`config.mk`:
```
export PLATFORM = sky130hd
export DESIGN_NAME = candy_vend_fsm
export DESIGN_NICKNAME = d
export VERILOG_FILES = /design/src/rtl/vend_pkg.sv /design/src/rtl/candy_vend_fsm_coin_decode.sv /design/src/rtl/candy_vend_fsm.sv
export SDC_FILE = /design/constraint.sdc
export NUM_CORES = 1
export LEC_CHECK = 0
export CAP_MARGIN = 10
export CORE_MARGIN = 5
export CORE_UTILIZATION = 50
export CTS_BUF_LIST = sky130_fd_sc_hd__clkbuf_4 sky130_fd_sc_hd__clkbuf_8 sky130_fd_sc_hd__clkbuf_16
export CTS_CLUSTER_DIAMETER = 40
export DETAILED_ROUTE_END_ITERATION = 12
export DONT_BUFFER_PORTS = 1
export PLACE_DENSITY = 0.69
export SYNTH_ARGS = -nofsm -noshare
export SYNTH_HDL_FRONTEND = slang
export SYNTH_SLANG_ARGS = --single-unit
```
`constraint.sdc`:
```
create_clock -name clk -period 3 [get_ports clk]
set_clock_uncertainty 0.05 [all_clocks]
set_input_delay 0.9 -clock clk [delete_from_list [all_inputs] [get_ports clk]]
set_output_delay 0.9 -clock clk [all_outputs]
set_load 0.01 [all_outputs]
```
`src/rtl/vend_pkg.sv`:
```
// Shared definitions for the candy vending controller.
//   - Coin codes presented on the `in` port of candy_vend_fsm.
//   - Status codes driven on the `out` port.
//   - State enum with a fixed 4-bit encoding so the state register is easy
//     to read in a debugger or logic analyser.
//   - Helpers that map between balance states and cent values.
package vend_pkg;

  // Coin codes. 00 doubles as "no coin" / cancel request.
  localparam logic [1:0] COIN_NONE   = 2'b00;
  localparam logic [1:0] COIN_CANCEL = 2'b00;
  localparam logic [1:0] COIN_5      = 2'b01;
  localparam logic [1:0] COIN_10     = 2'b10;
  localparam logic [1:0] COIN_25     = 2'b11;

  // Status codes.
  localparam logic [1:0] ST_INSUF    = 2'b00;
  localparam logic [1:0] ST_DISP     = 2'b01;
  localparam logic [1:0] ST_DISP_CHG = 2'b10;
  localparam logic [1:0] ST_CANCEL   = 2'b11;

  // Candy price in cents. Six bits cover the largest sum (25 + 25 = 50).
  localparam logic [5:0] PRICE = 6'd30;

  typedef enum logic [3:0] {
    S0       = 4'd0,
    S5       = 4'd1,
    S10      = 4'd2,
    S15      = 4'd3,
    S20      = 4'd4,
    S25      = 4'd5,
    DISP     = 4'd6,
    DISP_CHG = 4'd7,
    CANCEL   = 4'd8
  } state_t;

  // Balance state holding `cents`. Only called with values below PRICE that
  // are multiples of 5; anything else falls back to S0.
  function automatic state_t balance_state(input logic [5:0] cents);
    state_t s;
    case (cents)
      6'd5:    s = S5;
      6'd10:   s = S10;
      6'd15:   s = S15;
      6'd20:   s = S20;
      6'd25:   s = S25;
      default: s = S0;
    endcase
    return s;
  endfunction

  // Moore output for a state. Balance and illegal states report ST_INSUF.
  function automatic logic [1:0] status_of(input state_t s);
    logic [1:0] st;
    case (s)
      DISP:     st = ST_DISP;
      DISP_CHG: st = ST_DISP_CHG;
      CANCEL:   st = ST_CANCEL;
      default:  st = ST_INSUF;
    endcase
    return st;
  endfunction

endpackage

```
`src/rtl/candy_vend_fsm_coin_decode.sv`:
```
// Coin decoder: turns the 2-bit coin code into its cent value and flags the
// cancel request.
// Ports:
//   code   in  2  coin code (00 cancel, 01 5c, 10 10c, 11 25c)
//   cents  out 6  coin value in cents (0 for cancel)
//   cancel out 1  high when code is the cancel request
module coin_decode
  import vend_pkg::*;
(
  input  logic [1:0] code,
  output logic [5:0] cents,
  output logic       cancel
);

  always_comb begin
    cents  = 6'd0;
    cancel = 1'b0;
    case (code)
      COIN_5:  cents = 6'd5;
      COIN_10: cents = 6'd10;
      COIN_25: cents = 6'd25;
      default: cancel = 1'b1;
    endcase
  end

endmodule

```
`src/rtl/candy_vend_fsm.sv`:
```
// Candy vending controller (price 30c). Accumulates 5/10/25c coins, one per
// confirmed clock, and reports dispense, dispense-with-change or cancel on a
// registered 2-bit status output. Dispense/cancel states last one cycle and
// count as zero balance, so a coin arriving during them starts a new
// purchase.
// Ports:
//   clk     in  1  system clock, rising edge
//   rst_n   in  1  asynchronous active-low reset
//   in      in  2  coin code (00 cancel, 01 5c, 10 10c, 11 25c)
//   confirm in  1  qualifies `in` on the sampling edge
//   out     out 2  status (00 insufficient/idle, 01 dispense,
//                  10 dispense + change, 11 cancel/refund)
module candy_vend_fsm
  import vend_pkg::*;
(
  input  logic       clk,
  input  logic       rst_n,
  input  logic [1:0] in,
  input  logic       confirm,
  output logic [1:0] out
);

  state_t     state_reg;
  state_t     state_next;
  logic [1:0] out_reg;

  logic [5:0] coin_cents;
  logic       coin_cancel;

  coin_decode u_coin_decode (
    .code   (in),
    .cents  (coin_cents),
    .cancel (coin_cancel)
  );

  // Next-state logic.
  logic [5:0] balance;     // effective balance B
  logic       in_balance;  // current state is a balance state
  logic       illegal;     // encodings 9..15
  logic [5:0] sum;

  always_comb begin
    state_next = state_reg;
    balance    = 6'd0;
    in_balance = 1'b0;
    illegal    = 1'b0;
    sum        = 6'd0;

    case (state_reg)
      S0:  begin balance = 6'd0;  in_balance = 1'b1; end
      S5:  begin balance = 6'd5;  in_balance = 1'b1; end
      S10: begin balance = 6'd10; in_balance = 1'b1; end
      S15: begin balance = 6'd15; in_balance = 1'b1; end
      S20: begin balance = 6'd20; in_balance = 1'b1; end
      S25: begin balance = 6'd25; in_balance = 1'b1; end
      DISP, DISP_CHG, CANCEL: balance = 6'd0;
      default: illegal = 1'b1;
    endcase

    sum = balance + coin_cents;

    if (illegal) begin
      state_next = S0;
    end else if (confirm) begin
      if (coin_cancel) begin
        state_next = (balance != 6'd0) ? CANCEL : S0;
      end else if (sum < PRICE) begin
        state_next = balance_state(sum);
      end else if (sum == PRICE) begin
        state_next = DISP;
      end else begin
        state_next = DISP_CHG;
      end
    end else begin
      // Without a confirmed code, balances hold and transients expire.
      state_next = in_balance ? state_reg : S0;
    end
  end

  // The status is registered from the next state, so `out` is driven
  // straight from a flop and always matches the state register.
  always_ff @(posedge clk or negedge rst_n) begin
    if (!rst_n) begin
      state_reg <= S0;
      out_reg   <= ST_INSUF;
    end else begin
      state_reg <= state_next;
      out_reg   <= status_of(state_next);
    end
  end

  assign out = out_reg;

endmodule

```
==> reports/qor.yml <==
run_status:
  status: "finished clean"
cells_and_area:
  num_antenna_cells: 0
  area_delta_synth_final_pct: 8.78
  fin_cells: 127
  fill_cells: 162
  largest_reg_flops: 4
  nets: 123
  final_layout_size_suffix_gt1_share_pct: 20.9
critical_path:
  crit_path_max_incr_delay_ps: 430
  critPathMaxFanout: 6
  r2r_start: "state_reg[1]$_DFF_PN0_"
  crit_required_ps: 3120
  rrSetupSlack_ps: 210
  path_cells: "a21oi_1 > and2_1 > ha_1 > inv_1 > fa_1 > nor2b_1 > nor2_1 > nor3_4 > a221oi_1 > a21o_1 > a32oi_2 > a31o_1"
  crit_path_start: "state_reg[1]$_DFF_PN0_"
  cp_slowest_cell: "dfrtp_1"
  setup.worst_path.end_class: "register"
  worstReg2RegEnd: "out[1]$_DFF_PN0_"
  critPathTopFamily: "compound AO/OA/AOI/OAI gates"
  crit_path_start_kind: "register"
  endpoint: "out[1]$_DFF_PN0_"
  reg2reg_depth: 12
  crit_type: "reg2reg"
  crit_buf_inv: 1
  cp.depth: 12
  arrival_ps: 2910
logic_synthesis:
  ys.warnings.count: 0
  synth_area_um2: 855
  yosys.area.top_type_share_pct: 17.6
  synth.distinct_cells: 45
  yosysTopAreaCell: "dfrtp_1"
  ys_async_sr_fraction_pct: 100
  ys_ff_latch: 6
  synthTopCellsByCount: "8 x a21oi_1, 8 x nor2_1, 7 x inv_1, 6 x dfrtp_1"
  synth_edf_count: 0
  synth.area.top_cells: "dfrtp_1 18%, ha_1 7.3%, a21oi_1 4.7%"
  syn_nets: 116
  ys.flop_type: "dfrtp_1"
  yosysSeqAreaShare_pct: 17.6
  syn_inst: 105
  syn_area_per_cell_um2: 8.14
placed_design:
  dp_hpwl_mm: 1.45
  port_buffers: 0
  dp.cells: 124
  gp_congestion: 0.863
  post-place-ws_ps: -16.0
clocking:
  cts_buffers: 3
  cts_tree: "yes"
  clock-sinks: 6
  cts_buffer_depth: 2
  hold_buffers: 0
  h-tree-depth: 1
  root_buffer: "clkbuf_4"
  clk_pin_slew_worst_paths_ps: 40
  cts-resized-gates: 0
  clkLatencyLatePin_ps: 240
  postCtsSetupBuffers: 0
timing:
  grt_setup_unrepaired: "no"
  fin_crit_sh_pct: 92.9
  drv_slew: 0
  slew_headroom_pct: 75.6
  worst_pin_slew_ps: 362
  max_freq_ghz: 0.359
  period_needed_ps: 2790
  setup_viol: 0
  hold_viol_final: 0
  timing.final.ws_setup_ps: 213
floorplanning:
  io_pins: 7
  die_h_um: 51.3
  core-area_mm2: 0.00167
  dieArea_mm2: 0.00264
  row_count: 15
  floorplan.initialDensity_pct: 51.2
  die-width_um: 51.3
pwr:
  p_leak_nw: 0.402
  peakVddDrop_mv: 0.547
  power_density_mw_per_mm2: 1120
routing:
  vias: 736
  ant_nets: 0
  drtIter0Drc: 19
  vias_per_cell: 5.80
  drt_wl_total_mm: 1.76
  dr.pass1.iters: 4
  drc_errors: 0
  avgRoutedWirePerCell_um: 13.9
global_routing:
  grt_max_degree: 10
  first_global_vias: 712
  grt_overflow_total: 0
  grt_pass1_wl_mm: 3.00
  grt_use_total_pct: 15.3
  grt_antenna_before_repair: 0
job:
  maxCapViolCount: 0
worst_hold_path:
  hold_class: "in2async"
routing by layer:
metal  share of wire [%]  track usage (%)
met3                 1.3             1.46
met2                  49             26.0
met5                   0                0
met1                  47             18.0
met4                 3.2             10.5
cell type report:
| class | instances | area [um2] | area share (%) |
|---|---|---|---|
| Tap cell | 17 | 21.3 | 2.29 |
| Timing Repair Buffer | 10 | 75.1 | 8.08 |
| Sequential cell | 6 | 150 | 16.2 |
| Inverter | 8 | 30.0 | 3.23 |
| Clock buffer | 3 | 22.5 | 2.42 |
| Multi-Input combinational cell | 83 | 631 | 67.8 |
logic make-up (layout without fill, tap and decap cells):
| logic type | count (synthesis) | count (layout) | share of synthesized area (%) |
|---|---|---|---|
| flops | 6 | 6 | 17.6 |
| fa+ha+maj | 6 | 6 | 9.66 |
| buf+inv | 16 | 21 | 8.64 |
| compound gates | 30 | 30 | 28.3 |
| mux | 3 | 3 | 3.66 |
| xor+xnor | 4 | 4 | 4.98 |
| simple gates | 40 | 40 | 27.2 |
where the power goes:
| part | switching (mW) | internal, mW |
|---|---|---|
| clock network | 0.0244 | 0.0449 |
| registers | 0.0361 | 0.111 |
| logic | 0.438 | 0.388 |
| total | 0.498 | 0.543 |
worst reg2reg max path, delay by kind of cell, from the launching register on:
| kind | cells | cell delay, ps |
|---|---|---|
| AO/OA/AOI/OAI | 5 | 930 |
| adder cells (fa/ha/maj) | 2 | 550 |
| buffers and inverters | 1 | 60 |
| flip-flops | 1 | 430 |
| AND/OR/NAND/NOR | 4 | 700 |
cells in the final DEF, fill, tap and decap left out, types with 4 or more instances in the layout:
master / Yosys / layout
nor2_1: 8 / 8
nor2b_1: 4 / 4
a21oi_1: 8 / 8
nand2_1: 4 / 4
ha_1: 5 / 5
buf_4: 1 / 10
a21o_1: 4 / 4
dfrtp_1: 6 / 6
inv_1: 7 / 7
nor3_1: 5 / 5
how the worst min path moves through the flow:
| stage | start | end | slack, ps | depth (start not counted) |
|---|---|---|---|---|
| 2_1_floorplan | rst_n | out[0]$_DFF_PN0_ | 550 | 0 |
| 3_3_place_gp | rst_n | state_reg[2]$_DFF_PN0_ | 550 | 0 |
| 3_5_place_dp | state_reg[3]$_DFF_PN0_ | state_reg[3]$_DFF_PN0_ | 540 | 3 |
| 4_1_cts | rst_n | state_reg[2]$_DFF_PN0_ | 300 | 0 |
| 5_1_grt | rst_n | out[1]$_DFF_PN0_ | 280 | 0 |
| 6_report | rst_n | state_reg[2]$_DFF_PN0_ | 310 | 0 |
through the flow:
stage / TNS (ps) / instance area, um2 / hold WS (ps) / util [%] / power, mW
after CTS: 0 / 930 / 297 / 55.7 / 1.05
final: 0 / 930 / 307 / 55.7 / 1.04
after floorplan: 0 / 855 / 554 / - / 0.769
after global placement: 0 / 907 / 549 / 54.3 / 0.959
after detailed placement: -16.0 / 907 / 539 / 54.3 / 0.969
after global routing: 0 / 930 / 281 / 55.7 / 1.15
Note: power is estimated with default switching activity, not from simulation.
==> patch 1: new RTL, same flow settings <==
Encoding of `state_t`: now Gray code (4 bits for 9 states).
--- a/src/rtl/vend_pkg.sv
+++ b/src/rtl/vend_pkg.sv
@@ -23,15 +23,15 @@
   localparam logic [5:0] PRICE = 6'd30;
 
   typedef enum logic [3:0] {
-    S0       = 4'd0,
-    S5       = 4'd1,
-    S10      = 4'd2,
-    S15      = 4'd3,
-    S20      = 4'd4,
-    S25      = 4'd5,
-    DISP     = 4'd6,
-    DISP_CHG = 4'd7,
-    CANCEL   = 4'd8
+    S0       = 4'b0000,
+    S5       = 4'b0001,
+    S10      = 4'b0011,
+    S15      = 4'b0010,
+    S20      = 4'b0110,
+    S25      = 4'b0111,
+    DISP     = 4'b0101,
+    DISP_CHG = 4'b0100,
+    CANCEL   = 4'b1100
   } state_t;
 
   // Balance state holding `cents`. Only called with values below PRICE that
Check against the original RTL: same outputs for any inputs over 10 cycles, from zero or initial values and one cycle with rst_n low; not proved beyond that.
==> patch 1 against the unedited design <==
Wire length is 11% higher. Worst setup slack worse by 0.080 ns. Largest power group unchanged. Clock power up 4.8%. Sequential cell count unchanged. Largest cell class unchanged. Total power is 3.0% higher. Area after synthesis decreased by 8.1%. Combinational power rose by 4.5%. Cell area rose by 4.7%. Highest routed layer unchanged. Sequential power fell by 7%.
==> patch 1: results (changes against the unedited design) <==
Clock Latency Late Sink 0.24 ns (about the same); Static Leak 0.412 nW (+2.4%); placed cell areas 842 µm² (-7.2%); Post-CTS Resized 2 (+2); Worst-Margin Slew 0.404 ns (+0.0424 ns); largest cells by area after synthesis dfrtp_1 (19%), ha_1 (8.0%), nor2b_1 (8.0%), nor2_1 (6.2%), a21oi_1 (5.7%); proportion of layout cells with a drive suffix above 1 28.2% (+7.3 points); Post-Synth Adder-Cell Area 10.5% (+0.85 points); Total GRT Usage 16.2% (+0.88 points); routability cong. 0.828 (-4.0%); Synth Area in Compound Gates 25.0% (-3.3 points); top cells by count, synth nor2_1 (13), nor2b_1 (10), a21oi_1 (9), o21ai_0 (7); CP max FO 5 (-1); Synth Area per Inst 7.63 µm² (-6.3%); Nets 123 (unchanged); # diodes 0 (unchanged); detailed placement HPWL 1500 µm (+3.9%); clk slew on worst S/H paths 0.04 ns (about the same); Finished Layout Cells 126 (-0.79%); CP Data Arrival Time 2.99 ns (+0.08 ns); met1 Use GR 18.3% (+0.35 points); met2 Use GR 26.9% (+0.94 points); Post-Route WL 1950 µm (+11%); first drt pass iteration count 4 (unchanged); vias per cell 6.26 (+8.1%); initial drt markers 8 (-11); slowest stage delay, CP 0.41 ns (-0.02 ns); XOR/XNOR Fraction of Synth Area 6.53% (+1.6 points); Synth Net Count 114 (-1.7%); clk buf depth 2 (unchanged); met3 Use GR 1.51% (+0.048 points); Setup WS pre-CTS -0.0680 ns (-0.0520 ns); register area share after synthesis 19.1% (+1.5 points); Netlist cell types 31 (-31%); Fill cells 140 (-14%); mux cell area share after synthesis 0% (-3.7 points); net switching power 539 µW (+8.1%); Power Total 1.07 mW (+3.0%); Logic pwr share 80.5% (+1.2 points); status completed
==> patch 1: layer usage <==
metal / share of wire [%] / vias to the layer above
met2: 51 / 19
met1: 41 / 373
met4: 5.1 / 0
met3: 2.8 / 13
met5: 0 / -
li1: - / 384
==> patch 1: worst paths after layout <==
kind / start / end / slack, ns
setup / recovery: state_reg[2] / state_reg[1] / 0.13
hold / removal: rst_n / state_reg[2] / 0.30
setup reg to reg: state_reg[2] / state_reg[1] / 0.13
hold reg to reg: state_reg[3] / state_reg[3] / 0.69
max in group asynchronous: rst_n / state_reg[1] / 2.52
min in group clk: state_reg[3] / state_reg[3] / 0.69
==> patch 1: layout make-up <==
type                            instances  area, µm²  share of cell area (%)
Clock buffer                            3       22.5                    2.31
Multi-Input combinational cell         86        689                    70.8
Tap cell                               16       20.0                    2.06
Timing Repair Buffer                    9       67.6                    6.94
Sequential cell                         6        151                    15.6
Inverter                                6       22.5                    2.31
==> patch 2: new RTL, same settings <==
Without the edit above. Remove the register `out_reg`: a continuous assignment takes its place, so the output `out` follows one clock earlier.
--- a/src/rtl/candy_vend_fsm.sv
+++ b/src/rtl/candy_vend_fsm.sv
@@ -82,12 +82,12 @@
   always_ff @(posedge clk or negedge rst_n) begin
     if (!rst_n) begin
       state_reg <= S0;
-      out_reg   <= ST_INSUF;
     end else begin
       state_reg <= state_next;
-      out_reg   <= status_of(state_next);
     end
   end
+
+  assign out_reg = status_of(state_next);
 
   assign out = out_reg;
 
Function: changed (Yosys sat finds a counterexample within 4 cycles, from zero or initial values and one cycle with rst_n low).
==> patch 2 against the unedited design <==
The flow now finishes with violations (setup timing). Critical path depth up 1. Cell area up 18%. Wire length up 21%. Area after synthesis down 5.9%. Die area down 4.7%. Sequential cell count down 2. Synthesized cell count down 1.9%. Total power up 25%. Hold slack worse by 0.0036 ns. Cell count up 6.3%. Worst setup slack worse by 0.95 ns. Critical path type is now reg -> out. Largest cell class unchanged. Largest power group unchanged. Highest routed layer unchanged.
==> patch 2: results (changes against the unedited design) <==
setup TNS -1.46 ns (-1.46 ns); Max VDD drop 695 µV (+27%); failing checks setup timing; Clock group 70.0 µW (+1%); register area share after synthesis 12.4% (-5.1 points); Synth Area per Inst 7.81 µm² (-4.0%); via count 849 (+15%); net switching power 625 µW (+26%); Setup WS post-layout -0.736 ns (-0.949 ns); largest cells by area after synthesis dfrtp_1 (12%), ha_1 (7.8%), a21oi_1 (5.0%), a21o_1 (3.7%), nor2_1 (3.7%); Clock Latency Late Sink 0.24 ns (about the same); Post-Route WL 2120 µm (+21%); proportion of layout cells with a drive suffix above 1 47.1% (+26 points); f_max 268 MHz (-25%); # diodes 0 (unchanged); Worst-Margin Slew 0.385 ns (+0.0231 ns); top cells by count, synth a21oi_1 (8), nor2_1 (8), inv_1 (7), ha_1 (5), nor3_1 (5); first-pass GRT wire length 3680 µm (+23%); post-CTS setup repair buffer count 6 (+6); status finished, violations left; vias per cell 6.29 (+8.5%); count of input and output buffers 0 (unchanged); Setup WS pre-CTS -0.749 ns (-0.734 ns); Total GRT Usage 18.0% (+2.7 points); detailed placement HPWL 1470 µm (+1.6%); placed cell areas 896 µm² (-1.2%); Static Leak 0.459 nW (+14%); met1 Use GR 24.1% (+6.0 points); first drt pass iteration count 4 (unchanged); Sw Share 48.0% (+0.18 points); routability cong. 0.808 (-6.3%); Synth Net Count 114 (-1.7%); met2 Use GR 29.1% (+3.1 points); met3 Use GR 1.20% (-0.25 points); CP Data Arrival Time 2.79 ns (-0.12 ns); Post-CTS Resized 16 (+16); Nets 132 (+7.3%); final setup fails 2 (+2); CP max FO 5 (-1)
## patch 2: cell types whose count changed after synthesis
| cell | before | now |
|---|---|---|
| dfrtp_1 | 6 | 4 |
## patch 2: cell families (layout without fill, tap and decap cells)
kind of cell               count (synthesis)  count (layout)  synth area share [%]
and+or+nand+nor                           40              40                  28.9
AOI/OAI and AO/OA                         30              30                  30.0
DFF                                        4               4                  12.4
buffers and inverters                     16              32                  9.18
adders and majority gates                  6               6                  10.3
xor gates and xnor gates                   4               4                  5.29
muxes                                      3               3                  3.89
## patch 2: final timing paths
| kind | start | depth (start not counted) | endpoint | slack [ns] |
|---|---|---|---|---|
| worst max-delay path | state_reg[2] | 13 | out[0] | -0.74 |
| worst min-delay path | rst_n | 0 | state_reg[3] | 0.30 |
| worst max register to register | state_reg[2] | 12 | state_reg[0] | 0.38 |
| worst min register to register | state_reg[3] | 3 | state_reg[3] | 0.58 |
| max in group asynchronous | rst_n | 0 | state_reg[0] | 2.52 |
| min in group clk | state_reg[3] | 3 | state_reg[3] | 0.58 |
## patch 2: cell type report
class                   count  area (µm²)
multi-input cells          83         759
clock buffers               3        22.5
fillers                   113         424
flip-flops and latches      4         103
well taps                  16        20.0
repair buffers             21         165
inverters                   8        30.0
## patch 2: layer usage
metal	up-vias	part of all wire [%]
met4	0	0.94
met5	-	0
met3	2	2.7
met1	421	46
li1	405	-
met2	21	51
## patch 2: critical path, cell delays in order (launching register included)
cell and delay [ns]:
dfrtp_1 0.43, inv_2 0.09, nor3_2 0.12, a21oi_1 0.06, nor2_1 0.13, ha_1 0.27
buf_6 0.13, a2111o_1 0.44, a31oi_4 0.19, nand3_2 0.15, o22ai_2 0.20, a32oi_2 0.08
buf_4 0.16, nor2_4 0.10
